--- src/rtl/exe_stage_mdu_if.sv ---
// exe_stage_mdu_if: the bundle of signals between the ID/EXE registers,
// the forwarding sources (MEM, WB) and the execute stage.
//   slave  : the execute stage. It takes the EXE instruction, the forwarding
//            sources and flush. It drives ealu, z, stall and the EXE->MEM
//            registers.
//   master : upstream, the side that drives the EXE instruction.
interface exe_stage_mdu_if #(
  parameter int WIDTH = 32,
  parameter int RADDR = 5
);
  logic [WIDTH-1:0] ea, eb, eimm;
  logic [2:0]       ealuc;
  logic             ealuimm, eshift;
  logic [1:0]       emd;
  logic [RADDR-1:0] exe_rs, exe_rt, exe_d;
  logic             exe_wreg, exe_m2reg, exe_wmem;
  logic             flush;
  logic             mem_wregIn, wb_wregIn;
  logic [RADDR-1:0] mem_dIn, wb_dIn;
  logic [WIDTH-1:0] mem_aluIn, wdi;
  logic [WIDTH-1:0] ealu;
  logic             z, stall;
  logic             mem_wreg, mem_m2reg, mem_wmem;
  logic [RADDR-1:0] mem_d;
  logic [WIDTH-1:0] S, MEM_Alu;

  modport slave (
    input  ea, eb, eimm, ealuc, ealuimm, eshift, emd, exe_rs, exe_rt, exe_d,
           exe_wreg, exe_m2reg, exe_wmem, flush, mem_wregIn, wb_wregIn,
           mem_dIn, wb_dIn, mem_aluIn, wdi,
    output ealu, z, stall, mem_wreg, mem_m2reg, mem_wmem, mem_d, S, MEM_Alu
  );

  modport master (
    output ea, eb, eimm, ealuc, ealuimm, eshift, emd, exe_rs, exe_rt, exe_d,
           exe_wreg, exe_m2reg, exe_wmem, flush, mem_wregIn, wb_wregIn,
           mem_dIn, wb_dIn, mem_aluIn, wdi,
    input  ealu, z, stall, mem_wreg, mem_m2reg, mem_wmem, mem_d, S, MEM_Alu
  );
endinterface

--- src/rtl/exe_stage_mdu.sv ---
// exe_stage_mdu: execute stage with operand forwarding, an ALU, a background
// shift-add unsigned multiplier that writes HI/LO, and the EXE->MEM registers.
//   clk  : rising-edge clock
//   clrn : asynchronous reset, active high
//   bus  : exe_stage_mdu_if.slave. It carries the EXE instruction, the MEM/WB
//          forwarding sources and flush. It returns ealu, z, stall and the
//          registered MEM-side outputs.
module exe_stage_mdu #(
  parameter int WIDTH = 32,
  parameter int RADDR = 5
) (
  input  logic           clk,
  input  logic           clrn,
  exe_stage_mdu_if.slave bus
);
  localparam int SH = $clog2(WIDTH);
  localparam int CW = SH + 1;

  logic [WIDTH-1:0]   fa, fb, a_op, b_op, alu, shamt;
  logic [SH-1:0]      sh_amt;
  logic [WIDTH-1:0]   hi, lo, mplier;
  logic [2*WIDTH-1:0] mcand, acc, acc_next;
  logic [CW-1:0]      cnt;
  logic               busy, accept, bubble;
  logic               a_mem, a_wb, b_mem, b_wb;

  // MEM is the younger producer, so it wins over WB. r0 is never forwarded.
  assign a_mem = bus.mem_wregIn && (bus.mem_dIn == bus.exe_rs) && (bus.exe_rs != '0);
  assign a_wb  = bus.wb_wregIn  && (bus.wb_dIn  == bus.exe_rs) && (bus.exe_rs != '0);
  assign b_mem = bus.mem_wregIn && (bus.mem_dIn == bus.exe_rt) && (bus.exe_rt != '0);
  assign b_wb  = bus.wb_wregIn  && (bus.wb_dIn  == bus.exe_rt) && (bus.exe_rt != '0);

  always_comb begin
    fa = bus.ea;
    if (a_mem)     fa = bus.mem_aluIn;
    else if (a_wb) fa = bus.wdi;
    fb = bus.eb;
    if (b_mem)     fb = bus.mem_aluIn;
    else if (b_wb) fb = bus.wdi;
  end

  // shamt is the 5-bit field eimm[10:6], zero-extended.
  assign shamt  = (bus.eimm >> 6) & WIDTH'(31);
  assign a_op   = bus.eshift  ? shamt    : fa;
  assign b_op   = bus.ealuimm ? bus.eimm : fb;
  assign sh_amt = a_op[SH-1:0];

  always_comb begin
    alu = '0;
    case (bus.ealuc)
      3'b000: alu = a_op + b_op;
      3'b001: alu = a_op - b_op;
      3'b010: alu = a_op & b_op;
      3'b011: alu = a_op | b_op;
      3'b100: alu = a_op ^ b_op;
      3'b101: alu = b_op << sh_amt;
      3'b110: alu = b_op >> sh_amt;
      3'b111: alu = $unsigned($signed(b_op) >>> sh_amt);
      default: alu = '0;
    endcase
  end

  always_comb begin
    bus.ealu = alu;
    if (bus.emd == 2'b10)      bus.ealu = hi;
    else if (bus.emd == 2'b11) bus.ealu = lo;
  end

  assign bus.z     = (bus.ealu == '0);
  assign busy      = (cnt != '0);
  // Any HI/LO access, including a second multu, waits for the running
  // product. Flush wins because the squashed instruction has nothing to wait for.
  assign bus.stall = busy && (bus.emd != 2'b00) && !bus.flush;
  assign accept    = (bus.emd == 2'b01) && !busy && !bus.flush;
  assign bubble    = bus.flush || bus.stall;

  // mcand moves left one place per step, so it always carries mcand*2^step.
  assign acc_next = acc + (mplier[0] ? mcand : '0);

  always_ff @(posedge clk or posedge clrn) begin
    if (clrn) begin
      mcand  <= '0;
      mplier <= '0;
      acc    <= '0;
      cnt    <= '0;
      hi     <= '0;
      lo     <= '0;
    end else if (busy) begin
      acc    <= acc_next;
      mcand  <= mcand << 1;
      mplier <= mplier >> 1;
      cnt    <= cnt - CW'(1);
      if (cnt == CW'(1)) {hi, lo} <= acc_next;
    end else if (accept) begin
      mcand  <= {{WIDTH{1'b0}}, fa};
      mplier <= fb;
      acc    <= '0;
      cnt    <= CW'(WIDTH);
    end
  end

  always_ff @(posedge clk or posedge clrn) begin
    if (clrn) begin
      bus.mem_wreg  <= 1'b0;
      bus.mem_m2reg <= 1'b0;
      bus.mem_wmem  <= 1'b0;
      bus.mem_d     <= '0;
      bus.S         <= '0;
      bus.MEM_Alu   <= '0;
    end else if (bubble) begin
      bus.mem_wreg  <= 1'b0;
      bus.mem_m2reg <= 1'b0;
      bus.mem_wmem  <= 1'b0;
      bus.mem_d     <= '0;
      bus.S         <= '0;
      bus.MEM_Alu   <= '0;
    end else begin
      bus.mem_wreg  <= bus.exe_wreg;
      bus.mem_m2reg <= bus.exe_m2reg;
      bus.mem_wmem  <= bus.exe_wmem;
      bus.mem_d     <= bus.exe_d;
      bus.S         <= fb;
      bus.MEM_Alu   <= bus.ealu;
    end
  end
endmodule

--- src/flat_wrapper.sv ---
// flat-port wrapper written by rule: the top's interface ports become plain ports
module exe_stage_mdu_flat 
#(
  parameter int WIDTH = 32,
  parameter int RADDR = 5
)
  (clk, clrn, bus_ea, bus_eb, bus_eimm, bus_ealuc, bus_ealuimm, bus_eshift, bus_emd, bus_exe_rs, bus_exe_rt, bus_exe_d, bus_exe_wreg, bus_exe_m2reg, bus_exe_wmem, bus_flush, bus_mem_wregIn, bus_wb_wregIn, bus_mem_dIn, bus_wb_dIn, bus_mem_aluIn, bus_wdi, bus_ealu, bus_z, bus_stall, bus_mem_wreg, bus_mem_m2reg, bus_mem_wmem, bus_mem_d, bus_S, bus_MEM_Alu);
  exe_stage_mdu_if #(.WIDTH(WIDTH), .RADDR(RADDR)) bus_i ();
  input  logic clk;
  input  logic clrn;
  input wire logic [$bits(bus_i.ea)-1:0] bus_ea;
  input wire logic [$bits(bus_i.eb)-1:0] bus_eb;
  input wire logic [$bits(bus_i.eimm)-1:0] bus_eimm;
  input wire logic [$bits(bus_i.ealuc)-1:0] bus_ealuc;
  input wire logic [$bits(bus_i.ealuimm)-1:0] bus_ealuimm;
  input wire logic [$bits(bus_i.eshift)-1:0] bus_eshift;
  input wire logic [$bits(bus_i.emd)-1:0] bus_emd;
  input wire logic [$bits(bus_i.exe_rs)-1:0] bus_exe_rs;
  input wire logic [$bits(bus_i.exe_rt)-1:0] bus_exe_rt;
  input wire logic [$bits(bus_i.exe_d)-1:0] bus_exe_d;
  input wire logic [$bits(bus_i.exe_wreg)-1:0] bus_exe_wreg;
  input wire logic [$bits(bus_i.exe_m2reg)-1:0] bus_exe_m2reg;
  input wire logic [$bits(bus_i.exe_wmem)-1:0] bus_exe_wmem;
  input wire logic [$bits(bus_i.flush)-1:0] bus_flush;
  input wire logic [$bits(bus_i.mem_wregIn)-1:0] bus_mem_wregIn;
  input wire logic [$bits(bus_i.wb_wregIn)-1:0] bus_wb_wregIn;
  input wire logic [$bits(bus_i.mem_dIn)-1:0] bus_mem_dIn;
  input wire logic [$bits(bus_i.wb_dIn)-1:0] bus_wb_dIn;
  input wire logic [$bits(bus_i.mem_aluIn)-1:0] bus_mem_aluIn;
  input wire logic [$bits(bus_i.wdi)-1:0] bus_wdi;
  output wire logic [$bits(bus_i.ealu)-1:0] bus_ealu;
  output wire logic [$bits(bus_i.z)-1:0] bus_z;
  output wire logic [$bits(bus_i.stall)-1:0] bus_stall;
  output wire logic [$bits(bus_i.mem_wreg)-1:0] bus_mem_wreg;
  output wire logic [$bits(bus_i.mem_m2reg)-1:0] bus_mem_m2reg;
  output wire logic [$bits(bus_i.mem_wmem)-1:0] bus_mem_wmem;
  output wire logic [$bits(bus_i.mem_d)-1:0] bus_mem_d;
  output wire logic [$bits(bus_i.S)-1:0] bus_S;
  output wire logic [$bits(bus_i.MEM_Alu)-1:0] bus_MEM_Alu;
  assign bus_i.ea = bus_ea;
  assign bus_i.eb = bus_eb;
  assign bus_i.eimm = bus_eimm;
  assign bus_i.ealuc = bus_ealuc;
  assign bus_i.ealuimm = bus_ealuimm;
  assign bus_i.eshift = bus_eshift;
  assign bus_i.emd = bus_emd;
  assign bus_i.exe_rs = bus_exe_rs;
  assign bus_i.exe_rt = bus_exe_rt;
  assign bus_i.exe_d = bus_exe_d;
  assign bus_i.exe_wreg = bus_exe_wreg;
  assign bus_i.exe_m2reg = bus_exe_m2reg;
  assign bus_i.exe_wmem = bus_exe_wmem;
  assign bus_i.flush = bus_flush;
  assign bus_i.mem_wregIn = bus_mem_wregIn;
  assign bus_i.wb_wregIn = bus_wb_wregIn;
  assign bus_i.mem_dIn = bus_mem_dIn;
  assign bus_i.wb_dIn = bus_wb_dIn;
  assign bus_i.mem_aluIn = bus_mem_aluIn;
  assign bus_i.wdi = bus_wdi;
  assign bus_ealu = bus_i.ealu;
  assign bus_z = bus_i.z;
  assign bus_stall = bus_i.stall;
  assign bus_mem_wreg = bus_i.mem_wreg;
  assign bus_mem_m2reg = bus_i.mem_m2reg;
  assign bus_mem_wmem = bus_i.mem_wmem;
  assign bus_mem_d = bus_i.mem_d;
  assign bus_S = bus_i.S;
  assign bus_MEM_Alu = bus_i.MEM_Alu;
  exe_stage_mdu #(.WIDTH(WIDTH), .RADDR(RADDR)) u_core (.clk(clk), .clrn(clrn), .bus(bus_i));
endmodule
--- config.mk ---
export PLATFORM = sky130hd
export DESIGN_NAME = exe_stage_mdu_flat
export DESIGN_NICKNAME = d
export VERILOG_FILES = /design/src/rtl/exe_stage_mdu_if.sv /design/src/rtl/exe_stage_mdu.sv /design/src/flat_wrapper.sv
export SDC_FILE = /design/constraint.sdc
export NUM_CORES = 1
export LEC_CHECK = 0
export CELL_PAD_IN_SITES_DETAIL_PLACEMENT = 0
export CELL_PAD_IN_SITES_GLOBAL_PLACEMENT = 1
export CORE_UTILIZATION = 35
export CTS_CLUSTER_SIZE = 28
export DETAILED_ROUTE_END_ITERATION = 12
export HOLD_SLACK_MARGIN = 0.06
export PLACE_DENSITY_LB_ADDON = 0.15
export SYNTH_ARGS = -nofsm -noshare
export SYNTH_HDL_FRONTEND = slang
export SYNTH_SLANG_ARGS = --single-unit
export TNS_END_PERCENT = 20
--- constraint.sdc ---
create_clock -name clk -period 11.1 [get_ports clk]
set_clock_uncertainty 0.15 [all_clocks]
set_input_delay 1.11 -clock clk [delete_from_list [all_inputs] [get_ports clk]]
set_output_delay 1.11 -clock clk [all_outputs]
set_load 0.05 [all_outputs]
==> results.md <==
- Run status: finished clean
- Syn avg cell area: 7.92 um2
- Period Utilization, post-route: 0.924
- Largest net degree at the start of global routing: 173
- Slowest stage cell, crit path: or3_1
- Final setup TNS: 0 ns
- Max-slew violations: 0
- Post-CTS sizing: 0
- Startpoint Class: primary input
- # Post-CTS Setup Buffers: 0
- Fillers: 7567
- RSZ-0062 raised after global routing: no
- Max incr delay on CP: 0.71 ns
- Flop-to-flop setup slack: 4.40 ns
- Slew headroom: 0.0205
- Number of CTS-inserted buffers: 38
- Initial antenna violation count: 11
- I/O pin count: 306
- Vias/cell: 6.10
- Clock latency on the worst-skew pair: 0.59 ns
- Max_cap viols: 0
- Cell area after layout: 0.0317 mm2
- Min Clock Period, post-route: 10.26 ns
- Final setup vio count: 0
- Global Route met1 Usage: 0.447
- Fraction of registers with async set/reset: 1.00
- Post-synth EDFFs: 0
- Endpoint type of the worst setup path: output pin
- Synth-to-layout area growth: 19.7%
- Core Rows: 100
- Crit path top cell by count: a21oi_1
- Critical path arrival: 9.00 ns
- CTS sink count: 302
- Sw Ratio: 0.462
- Initial DRC count: 2790
- Hold WC Path Type: reg2reg
- Root buf cell: clkbuf_16
- Die boundary width: 277 um
- DRC viols: 0
- Post-synthesis sequential area ratio: 0.285
- Final hold vios: 0
- Vias in the first global route: 27200
- Met3 GRT Util: 0.0661
- Max rail drop VDD: 0.159 mV
- Routed wire length: 133000 um
- DRT Pass-1 Iters: 6
- CTS clk-pin slew, worst paths: 0.06 ns
- Seq pwr share: 0.282
- Layer with the highest usage: met2
- Share of cells above drive strength 1: 0.0838
- Max Clk Rate: 0.0975 GHz
- Core area: 0.0747 mm2
- Post-synth cell types: 104
- First-pass GRT wire length: 192000 um
- YS warnings: 0
- Switch Pwr: 2.91 mW
- Met2 GRT Util: 0.541
- Gr usage total: 0.339
- Slew @ Worst Pin: 1.46 ns
- Die Footprint: 0.0768 mm2
- Worst EP required: 9.84 ns
- Worst-path maximum fanout: 20
- Crit Path Class: in2out
- Internal Power: 3.39 mW
- HPWL after DPL: 103000 um
- Post-DRT Antenna Nets: 0
- Nets: 3897
- Cells after Synth: 3345
- Post-CTS Hold Fix Bufs: 0
- Grt ovf: 0
- CTS Buffer Depth: 3
- CTS tree: yes
- Crit path buf inv count: 2
- Pwr dens: 199 mW/mm2
- Routability cong.: 1.04
- Synthesized area: 0.0265 mm2
- H-tree depth: 2
- Per-cell routed wire length: 29.3 um
- Vias: 27700
- Ys flop type: dfrtp_1
- Combinational power share: 0.518
- Leak: 14.0 nW
- IO Port Bufs: 305
- CP top delay family: compound AO/OA/AOI/OAI gates
- Initial core utilization: 0.355
- Syn Nets: 3710
- Number of synthesized register bits: 302
- Post-DP Area: 0.0305 mm2
- Die height: 277 um
- Clk pwr share: 0.200
==> cell usage in the layout (no fill, tap or decap), types with 23 or more instances in the layout <==
| master | netlist | routed |
|---|---|---|
| mux2_2 | 23 | 23 |
| a211oi_1 | 29 | 29 |
| nor2_1 | 256 | 251 |
| o21ai_0 | 248 | 248 |
| inv_1 | 99 | 98 |
| dfrtp_1 | 302 | 302 |
| buf_4 | 9 | 89 |
| nand2_1 | 465 | 464 |
| mux2i_1 | 127 | 127 |
| a21o_1 | 46 | 46 |
| o21a_1 | 30 | 30 |
| a21oi_1 | 256 | 256 |
| nand4_1 | 46 | 46 |
| and3_1 | 33 | 33 |
| a22oi_1 | 49 | 49 |
| clkdlybuf4s50_1 | 0 | 284 |
| a221oi_1 | 31 | 31 |
| and2_1 | 102 | 100 |
| clkbuf_16 | 0 | 38 |
| ha_1 | 163 | 163 |
| nor3_1 | 81 | 81 |
| o41ai_1 | 33 | 33 |
| xnor2_1 | 94 | 94 |
| xor2_1 | 40 | 40 |
| nand3_1 | 143 | 141 |
| a31oi_1 | 45 | 45 |
==> synth_stat cells (10+ instances only) <==
master	number	area share
and3_1	33	0.0078
and2_1	102	0.024
nand2b_1	18	0.0043
o2111ai_1	10	0.0033
o211ai_1	17	0.0048
a22oi_1	49	0.014
or2_2	22	0.0052
nor2_1	256	0.036
mux4_2	10	0.0085
o221ai_1	10	0.0033
clkbuf_1	164	0.023
a22o_1	14	0.0046
o21bai_1	11	0.0031
mux2i_1	127	0.048
a31o_2	19	0.0063
buf_6	11	0.0047
nand2_1	465	0.066
a21oi_1	256	0.048
nand3_1	143	0.027
xor2_1	40	0.013
o21a_1	30	0.0085
o31a_1	11	0.0036
xnor2_1	94	0.031
o31ai_1	14	0.0040
or3_1	12	0.0028
buf_1	26	0.0037
a311oi_1	11	0.0036
a21o_1	46	0.013
a31oi_1	45	0.011
dfrtp_1	302	0.29
nand4_1	46	0.011
ha_1	163	0.077
o21ai_0	248	0.047
nor2b_1	12	0.0028
nor3_1	81	0.015
a211oi_1	29	0.0082
o41ai_1	33	0.011
o22ai_1	10	0.0024
inv_1	99	0.014
buf_2	31	0.0059
a221oi_1	31	0.010
a32oi_1	12	0.0040
mux2_2	23	0.0098
==> cell type report <==
type                       instances  area (um2)  area share
multi-input combinational       2695       17500       0.552
sequential                       302        7560       0.238
timing repair buffer             389        3760       0.119
tap                              969        1210      0.0382
clock buffer                      52        1060      0.0335
inverter                         106         410      0.0129
clock inverter                    14         176     0.00556
antenna                            6        15.0    0.000473
==> worst reg2reg max path, delay by kind of cell, from the launching register on <==
family	cells	cell delay, ns
AO/OA/AOI/OAI	13	4.75
buffers and inverters	1	0.50
adder cells (fa/ha/maj)	1	0.45
AND/OR/NAND/NOR	2	0.36
flip-flops	1	0.34
==> through the flow <==
stage	power, mW	cells	setup WS, ns	hold WS, ns	utilization
finish	6.30	4533	0.843	0.329	0.425
global route	6.73	4533	0.292	0.354	0.425
CTS	6.32	4527	0.826	0.330	0.424
detailed placement	5.02	4461	0.858	0.317	0.408
global placement	4.96	4460	0.997	0.308	0.408
floorplan	3.86	3345	1.25	0.292	-
==> path summary, 6_finish.rpt <==
kind,startpoint,endpoint,depth (start not counted)
setup / recovery,bus_exe_rt[2],bus_z,27
hold / removal,u_core.lo[16],u_core.lo[16],2
setup reg to reg,u_core.mplier[0],u_core.acc[60],17
hold reg to reg,u_core.lo[16],u_core.lo[16],2
max in group asynchronous,clrn,u_core.bus.S[22],4
min in group asynchronous,clrn,u_core.cnt[4],2
==> layer usage <==
layer | vias to the layer above | part of all wire
met5 | - | 0
met4 | 0 | 0.044
met3 | 242 | 0.076
met2 | 1148 | 0.45
met1 | 13800 | 0.43
li1 | 12500 | -
==> flip-flops by register name (all words and copies together) (netlist names) <==
signal and count:
u_core.bus.MEM_Alu 32, u_core.bus.mem_wreg 1, u_core.hi 32, u_core.mplier 32, u_core.bus.mem_d 5, u_core.acc 64
u_core.cnt 6, u_core.mcand 64, u_core.bus.S 32, u_core.lo 32, u_core.bus.mem_m2reg 1, u_core.bus.mem_wmem 1
==> power by group through the flow <==
stage	combinational, mW	clock (mW)	sequential [mW]
finish	3.26	1.26	1.78
global route	3.56	1.34	1.82
CTS	3.24	1.30	1.78
detailed placement	3.23	0	1.79
global placement	3.19	0	1.78
floorplan	2.10	0	1.76
==> cells by family (layout without fill, tap and decap cells) <==
| family | Yosys count | in the layout | share of synthesized area |
|---|---|---|---|
| buffers and inverters | 348 | 561 | 0.0558 |
| AND/OR/NAND/NOR | 1231 | 1231 | 0.216 |
| XOR/XNOR | 134 | 134 | 0.0443 |
| AO/OA/AOI/OAI | 999 | 999 | 0.249 |
| adder cells (fa/ha/maj) | 165 | 165 | 0.0785 |
| multiplexers | 166 | 166 | 0.0710 |
| flip-flops | 302 | 302 | 0.285 |
| other | 0 | 6 | 0 |
(Power assumes the default switching activity.)
